### src/rtl/step_counter_pkg.sv
// Shared constants for the step counter: saturation modes and parameter legality.
package step_counter_pkg;

  localparam int MODE_WRAP = 0;
  localparam int MODE_SAT  = 1;

  function automatic bit params_ok(input int width, input int step_w, input int saturate);
    return (width >= 2) && (width <= 32) && (step_w >= 1) && (step_w <= width) &&
           ((saturate == MODE_WRAP) || (saturate == MODE_SAT));
  endfunction

endpackage

### src/rtl/step_counter_if.sv
// Control/status bundle between a step counter and whoever drives it.
interface step_counter_if #(
  parameter int WIDTH  = 16,
  parameter int STEP_W = 4
);
  logic              clr;
  logic              load;
  logic [WIDTH-1:0]  load_val;
  logic              inc;
  logic              dec;
  logic [STEP_W-1:0] step;
  logic [WIDTH-1:0]  limit;
  logic [WIDTH-1:0]  count;
  logic              cout;
  logic              tc;
  logic              zero;

  modport master (
    output clr, load, load_val, inc, dec, step, limit,
    input  count, cout, tc, zero
  );

  modport slave (
    input  clr, load, load_val, inc, dec, step, limit,
    output count, cout, tc, zero
  );
endinterface

### src/rtl/step_addsub.sv
// One-step add or subtract of the count against the 0..limit range, computed
// one bit wider than the counter so overflow and borrow are never truncated.
module step_addsub
  import step_counter_pkg::*;
#(
  parameter int WIDTH    = 16,
  parameter int STEP_W   = 4,
  parameter int SATURATE = MODE_WRAP
) (
  input  logic [WIDTH-1:0]  count,
  input  logic [STEP_W-1:0] step,
  input  logic [WIDTH-1:0]  limit,
  input  logic              dir_dn,
  output logic [WIDTH-1:0]  result,
  output logic              crossed
);
  localparam int XW = WIDTH + 1;

  logic [XW-1:0] cx, sx, lx, l1x, sum, wrap_up, base_dn;

  assign cx      = {1'b0, count};
  assign sx      = XW'(step);
  assign lx      = {1'b0, limit};
  assign l1x     = lx + XW'(1);
  assign sum     = cx + sx;
  assign wrap_up = sum - l1x;
  assign base_dn = cx + l1x;

  // A wrap that still lands outside 0..limit (step larger than the range) collapses to 0.
  always_comb begin
    result  = count;
    crossed = 1'b0;
    if (!dir_dn) begin
      if (sum <= lx) begin
        result = WIDTH'(sum);
      end else begin
        crossed = 1'b1;
        if (SATURATE == MODE_SAT)  result = limit;
        else if (wrap_up > lx)     result = '0;
        else                       result = WIDTH'(wrap_up);
      end
    end else begin
      if (cx >= sx) begin
        result = count - WIDTH'(step);
      end else begin
        crossed = 1'b1;
        if (SATURATE == MODE_SAT)  result = '0;
        else if (base_dn < sx)     result = '0;
        else                       result = WIDTH'(base_dn - sx);
      end
    end
  end

endmodule

### src/rtl/step_counter.sv
// Bounded up/down counter with programmable step: clr > load > inc^dec > hold.
module step_counter
  import step_counter_pkg::*;
#(
  parameter int WIDTH    = 16,
  parameter int STEP_W   = 4,
  parameter int SATURATE = MODE_WRAP
) (
  input  logic           clk,
  input  logic           rst_n,
  step_counter_if.slave  bus
);
  if (!params_ok(WIDTH, STEP_W, SATURATE)) begin : g_bad_params
    $error("step_counter: illegal WIDTH/STEP_W/SATURATE combination");
  end

  logic [WIDTH-1:0] count_q;
  logic             cout_q;
  logic [WIDTH-1:0] next_val;
  logic             crossed;
  logic             op_valid;

  step_addsub #(
    .WIDTH   (WIDTH),
    .STEP_W  (STEP_W),
    .SATURATE(SATURATE)
  ) u_addsub (
    .count  (count_q),
    .step   (bus.step),
    .limit  (bus.limit),
    .dir_dn (bus.dec),
    .result (next_val),
    .crossed(crossed)
  );

  // inc and dec together, or a zero step, is a hold with no carry.
  assign op_valid = (bus.inc ^ bus.dec) && (bus.step != '0);

  always_ff @(posedge clk or negedge rst_n) begin
    if (!rst_n) begin
      count_q <= '0;
      cout_q  <= 1'b0;
    end else if (bus.clr) begin
      count_q <= '0;
      cout_q  <= 1'b0;
    end else if (bus.load) begin
      count_q <= (bus.load_val > bus.limit) ? bus.limit : bus.load_val;
      cout_q  <= 1'b0;
    end else if (op_valid) begin
      count_q <= next_val;
      cout_q  <= crossed;
    end else begin
      cout_q  <= 1'b0;
    end
  end

  assign bus.count = count_q;
  assign bus.cout  = cout_q;
  assign bus.tc    = (count_q == bus.limit);
  assign bus.zero  = (count_q == '0);

endmodule

### src/flat_wrapper.sv
// flat-port wrapper written by rule: the top's interface ports become plain ports
module step_counter_flat import step_counter_pkg::*;
#(
  parameter int WIDTH    = 16,
  parameter int STEP_W   = 4,
  parameter int SATURATE = MODE_WRAP
)
  (clk, rst_n, bus_clr, bus_load, bus_load_val, bus_inc, bus_dec, bus_step, bus_limit, bus_count, bus_cout, bus_tc, bus_zero);
  step_counter_if #(.WIDTH(WIDTH), .STEP_W(STEP_W)) bus_i ();
  input  logic clk;
  input  logic rst_n;
  input wire logic [$bits(bus_i.clr)-1:0] bus_clr;
  input wire logic [$bits(bus_i.load)-1:0] bus_load;
  input wire logic [$bits(bus_i.load_val)-1:0] bus_load_val;
  input wire logic [$bits(bus_i.inc)-1:0] bus_inc;
  input wire logic [$bits(bus_i.dec)-1:0] bus_dec;
  input wire logic [$bits(bus_i.step)-1:0] bus_step;
  input wire logic [$bits(bus_i.limit)-1:0] bus_limit;
  output wire logic [$bits(bus_i.count)-1:0] bus_count;
  output wire logic [$bits(bus_i.cout)-1:0] bus_cout;
  output wire logic [$bits(bus_i.tc)-1:0] bus_tc;
  output wire logic [$bits(bus_i.zero)-1:0] bus_zero;
  assign bus_i.clr = bus_clr;
  assign bus_i.load = bus_load;
  assign bus_i.load_val = bus_load_val;
  assign bus_i.inc = bus_inc;
  assign bus_i.dec = bus_dec;
  assign bus_i.step = bus_step;
  assign bus_i.limit = bus_limit;
  assign bus_count = bus_i.count;
  assign bus_cout = bus_i.cout;
  assign bus_tc = bus_i.tc;
  assign bus_zero = bus_i.zero;
  step_counter #(.WIDTH(WIDTH), .STEP_W(STEP_W), .SATURATE(SATURATE)) u_core (.clk(clk), .rst_n(rst_n), .bus(bus_i));
endmodule
### config.mk
export PLATFORM = sky130hd
export DESIGN_NAME = step_counter_flat
export DESIGN_NICKNAME = d
export VERILOG_FILES = /design/src/rtl/step_counter_pkg.sv /design/src/rtl/step_counter_if.sv /design/src/rtl/step_addsub.sv /design/src/rtl/step_counter.sv /design/src/flat_wrapper.sv
export SDC_FILE = /design/constraint.sdc
export NUM_CORES = 1
export LEC_CHECK = 0
export ABC_AREA = 1
export BUFFER_PORTS_ARGS = -buffer_cell sky130_fd_sc_hd__buf_2
export CORE_UTILIZATION = 38
export CTS_BUF_LIST = sky130_fd_sc_hd__clkbuf_4
export CTS_CLUSTER_SIZE = 40
export DETAILED_ROUTE_END_ITERATION = 12
export GPL_ROUTABILITY_DRIVEN = 0
export PLACE_DENSITY = 0.62
export SLEW_MARGIN = 20
export SYNTH_ARGS = -nofsm -noshare
export SYNTH_HDL_FRONTEND = slang
export SYNTH_SLANG_ARGS = --single-unit
### constraint.sdc
create_clock -name clk -period 11.3 [get_ports clk]
set_input_delay 1.695 -clock clk [delete_from_list [all_inputs] [get_ports clk]]
set_output_delay 1.695 -clock clk [all_outputs]
set_load 0.005 [all_outputs]
* Word level (Yosys, flattened, before mapping)
Index checks and enable logic that the tools add are counted.
** Cells by class
- Muxes and demuxes :: 15
- $lt $le $gt $ge :: 5
- Reductions and logical operators :: 4
- Equality and inequality tests :: 1
- $add $sub $neg :: 6
- Bitwise operators :: 1
** Operator list (count)
- two-way mux 16 bit :: 9
- subtractor 16 x 4 -> 16 bit :: 2
- adder 16 x 1 -> 17 bit (second input constant) :: 1
- adder 16 x 17 -> 17 bit :: 1
- adder 16 x 4 -> 17 bit :: 1
- > comparator 17 x 16 -> 1 bit :: 1
- less-or-equal comparator 17 x 16 -> 1 bit :: 1
- less-than comparator 17 x 4 -> 1 bit :: 1
- subtractor 17 bit :: 1
- == test 16 bit :: 1
- >= comparator 16 x 4 -> 1 bit :: 1
- > comparator 16 bit :: 1
- logical NOT 16 bit :: 1
- two-way mux 1 bit :: 6
- nonzero test 4 bit :: 1
- nonzero test 3 bit :: 1
- logical AND 1 bit :: 1
- bitwise XOR 1 bit :: 1
** Word-level totals
- Flip-flop bits (word level) :: 17
- Input port bits :: 42
- Word-level logic and storage cells :: 34
- Output and inout port bits :: 19

* Depth between registers and ports, before layout
- Depth after elaboration :: 9
- Depth in mapped cells :: 40

* Modules after synthesis
Synthesis repeated with hierarchy kept, for this count alone.
** Second synthesis, totals
- Cell total of the unflattened synthesis :: 1203
- Area, all modules :: 7000.5 um^2
** Modules (own cells, without submodules)
- step_addsub :: cells each 919, times used 1, area each 5122.4 um^2
- step_counter :: cells each 284, times used 1, area each 1878.1 um^2

* Least setup slack after synthesis
No wires, ideal clock.
- Path kind :: in2reg
- From :: input bus_step[0]
- To :: register u_core.count_q[11], in the netlist u_core.bus.count[11]
- Stages :: 30
- Setup slack :: 5.886 ns
- Required time :: 11.234 ns
- Data arrival time :: 5.349 ns
- Path through :: ha_1 -> fa_1 -> fa_1 -> a21oi_1 -> nor2_1 -> nor2_1 -> nor2_1 -> nand2_2 -> nand2_4 -> nand2_4 -> nand2_4 -> nand2_1 -> nand2_1 -> xor2_1 -> inv_1 -> ha_1 -> a21o_1 -> a21oi_1 -> nand3_1 -> nand2_1 -> nand2_1 -> nand2_1 -> nand2_1 -> a21oi_4 -> and2_4 -> buf_12 -> nand3_2 -> nand2_1 -> nand2_1 -> nand2_1
** On the way
- Cells in the longest elaborated chain, start to end :: 9
- Elaborated cells between the ends (all ways) :: 19
** Ends and longest elaborated chain
- from (decl) :: RTL line flat_wrapper.sv:17 : input wire logic [$bits(bus_i.step)-1:0] bus_step;
- adder 16 x 4 -> 17 bit :: RTL line step_addsub.sv:25 : assign sum = cx + sx;
- subtractor 17 bit :: RTL line step_addsub.sv:26 : assign wrap_up = sum - l1x;
- > comparator 17 x 16 -> 1 bit :: RTL line step_addsub.sv:39 : else if (wrap_up > lx) result = '0;
- two-way mux 16 bit :: RTL line step_addsub.sv:39
- two-way mux 16 bit :: RTL line step_addsub.sv:34 : if (sum <= lx) begin
- two-way mux 16 bit :: RTL line step_addsub.sv:33 : if (!dir_dn) begin
- two-way mux 16 bit :: RTL line step_counter.sv:49 : end else if (op_valid) begin
- two-way mux 16 bit :: RTL line step_counter.sv:46 : end else if (bus.load) begin
- two-way mux 16 bit :: RTL line step_counter.sv:43 : end else if (bus.clr) begin
- to (signal assigned) :: RTL line step_counter.sv:47 : count_q <= (bus.load_val > bus.limit) ? bus.limit : bus.load_val;
- to (signal assigned) :: RTL line step_counter.sv:50 : count_q <= next_val;
- to (decl) :: RTL line step_counter.sv:17 : logic [WIDTH-1:0] count_q;
Parallel ways exist; a longest one is shown, timed or not. The select of a mux whose other input is x is not followed.
A chain may end at the register's enable or synchronous reset.

* Worst setup path in the final report
- From :: input bus_step[2]
- To :: register u_core.count_q[7], in the netlist u_core.bus.count[7]
Same word-level chain as after synthesis.

==> metrics.md <==
| Metric | Value |
|---|---|
| Syn-to-layout area delta | 6.38% |
| Syn nets | 1,295 |
| Crit start category | input pin |
| Most used DFF post-synth | dfrtp_1 |
| Setup CP Type | input pin to flip-flop |
| Routed len/inst | 18.2 µm |
| # DRC | 0 |
| Hold_buf cts | 0 |
| Drt first pass iters | 5 |
| Largest net degree at the start of global routing | 33 |
| Num CTS Buffers | 3 |
| Pre-CTS WS | 4960 ps |
| Final core occ | 41.9% |
| Setup bufs post-CTS | 0 |
| Iteration-0 DRC count of the detailed router | between 700 and 800 |
| Post-Route WL | between 20 and 30 mm |
| Status | finished clean |
| Fin crit period | 6090 ps |
| Largest area contributor in the netlist | nand2_1 |
| Layout net count | 1,333 |
| Headroom to the max-slew limit | 38.5% |
| All-Layer GR Usage | between 20% and 30% |
| Commonest non-fill, non-tap cells in the layout | nand2_1, inv_1, nor2_1 |
| Buffers on Ports | 60 |
| Clock slew at reported path FFs | between 100 and 150 ps |
| Clock tree buffer depth | 2 |
| Commonest non-fill, non-tap cell in the layout | nand2_1 |
| Max VDD drop | 0.0000382 V |
| CTS tree | built |
| Synth unique cells | 55 |
| I/O Pins | 61 |
| Initial Util | 39.4% |
| Least-Margin Pin Slew | slightly above 900 ps |
| DR vias | 7,995 |
| Pleak | 3.91 nW |
| TNS Setup | 0 ps |
| Hold crit path type | flip-flop to flip-flop |
| Post-synth top area share | 17.4% |
| DP Area | roughly 7300 µm² |
| Routed Antenna Nets | 0 |
| RSZ-0062 raised after global routing | no |
| Top cell by count, worst path | nand2_1 |
| Slowest stage delay, CP | 410 ps |
| Synth Area per Inst | 5.96 µm² |
| Final setup vio count | 0 |
| Period utilization | 53.9% |
| Global-route wire length before repair | 40.7 mm |
| H-tree depth | 1 |
| Post-Syn Instances | between 1,000 and 1,500 |
| Initial antenna violation count | 1 |
| FF/Latch Area | 425 µm² |
| Final worst setup slack | around 5200 ps |
| Vias in the first global route | between 7,000 and 8,000 |
| Layout cell share with drive strength beyond 1 | 13.2% |
| Clock Sinks | 17 |
| Post-DR vias/cell | 5.63 |
| Max Clock Freq | ~0.16 GHz |
| CP Data Arrival Time | 6360 ps |
| Critical Path RT | 11,570 ps |
| Die extent in y | 137 µm |
| Final Max Slew Viols | 0 |
| Post-synth ARST share | 100% |
| Final Hold Viols | 0 |
| Max Fanout on Critical Path | 9 |
| Ys Warns | 0 |
| Crit-path slowest cell | ha_1 |
| Worst skew pair latency | 320 ps |
| Post-synth EDFFs | 0 |
| FILL cells | 1,899 |
| Synth Cell Area | just under 7000 µm² |
| Die width | 137 µm |
| Row count | 48 |
| Post-route cell area | about 7300 µm² |
| Power Density | 109 nW/µm² |
| Resized cells post-CTS | 0 |
| Die Area | ~19,000 µm² |
| Max-Cap Viols | 0 |
| Clock skew | roughly 3.8 ps |
| Root buf cell | clkbuf_4 |
| GRT overflow | 0 |
| CP Capture Type | flip-flop |
| Area of the multi-input gates | 5720 µm² |
| Core ar. | 17,500 µm² |
| Post-synthesis sequential area ratio | a little over 6% |
| Top cells by area, synth | nand2_1, ha_1, inv_1 |
| Final HPWL DP | between 20 and 25 mm |
| Flops & latches, synth | 17 |
| Hold_ws | 633 ps |
Yosys cell counts (9+ instances only):
master and instances:
nand2_1 320, nand3b_1 9, nor2_2 11, o21ai_0 52
nand2_4 12, xor2_1 38, nand3_1 75, inv_1 134
nand3_2 16, a21oi_1 93, clkbuf_1 13, nand4_1 32
nor2_1 95, ha_1 92, o22ai_1 9, nand2_2 23
dfrtp_1 17, nor3_1 19
report_power, final:
| group | internal, mW | total [mW] | switching, mW |
|---|---|---|---|
| registers | 0.0681 | 0.0986 | 0.0305 |
| clock network | 0.0163 | 0.0410 | 0.0247 |
| logic | 0.223 | 0.662 | 0.439 |
critical path: cells and delay by family:
family          cells  cell delay (ps)
fa+ha+maj           3              970
buf+inv             4              370
simple gates       19             2520
compound gates      1              340
xor+xnor            2              460
routing by layer:
metal | wire length (µm) | up-vias | part of all wire, % | track usage (%)
li1 | - | 3908 | - | -
met1 | 11100 | 3645 | 43 | 39.0
met2 | 11700 | 381 | 45 | 47.1
met3 | 2250 | 61 | 8.7 | 2.44
met4 | 751 | 0 | 2.9 | 9.63
met5 | 0 | - | 0 | 0
cell families after synthesis:
| logic type | share of synthesized area [%] |
|---|---|
| DFF | 6.18 |
| buffers and inverters | 10.8 |
| and+or+nand+nor | 44.3 |
| xor gates and xnor gates | 6.32 |
| adders and majority gates | 18.2 |
| AOI/OAI and AO/OA | 14.3 |
flip-flops by register name, summed over array words and instances, names as in the netlist:
signal	cells
u_core.bus.cout	1
u_core.bus.count	16
cell type report:
type / count / share of cell area, %
multi-input cells: 964 / 78.1
diodes: 1 / 0.0342
clock buffers: 4 / 0.410
inverters: 148 / 7.72
flip-flops and latches: 17 / 5.81
well taps: 225 / 3.84
repair buffers: 60 / 4.10
path summary, 6_finish.rpt:
kind                       slack [ps]                   end                 from  cells after the start
max                              5210   u_core.bus.count[7]          bus_step[2]                     29
min                               630   u_core.bus.count[0]  u_core.bus.count[0]                      2
max reg2reg                      6120   u_core.bus.count[7]  u_core.bus.count[2]                     27
min reg2reg                       630   u_core.bus.count[0]  u_core.bus.count[0]                      2
max in group asynchronous        9680  u_core.bus.count[12]                rst_n                      1
min in group asynchronous        1300       u_core.bus.cout                rst_n                      1
per-stage QoR:
stage,power (mW),instances
2_1_floorplan,0.570,1156
3_3_place_gp,0.742,1414
3_5_place_dp,0.744,1414
4_1_cts,0.788,1418
5_1_grt,0.879,1419
6_report,0.802,1419
Power figures use the tool's default switching activity.
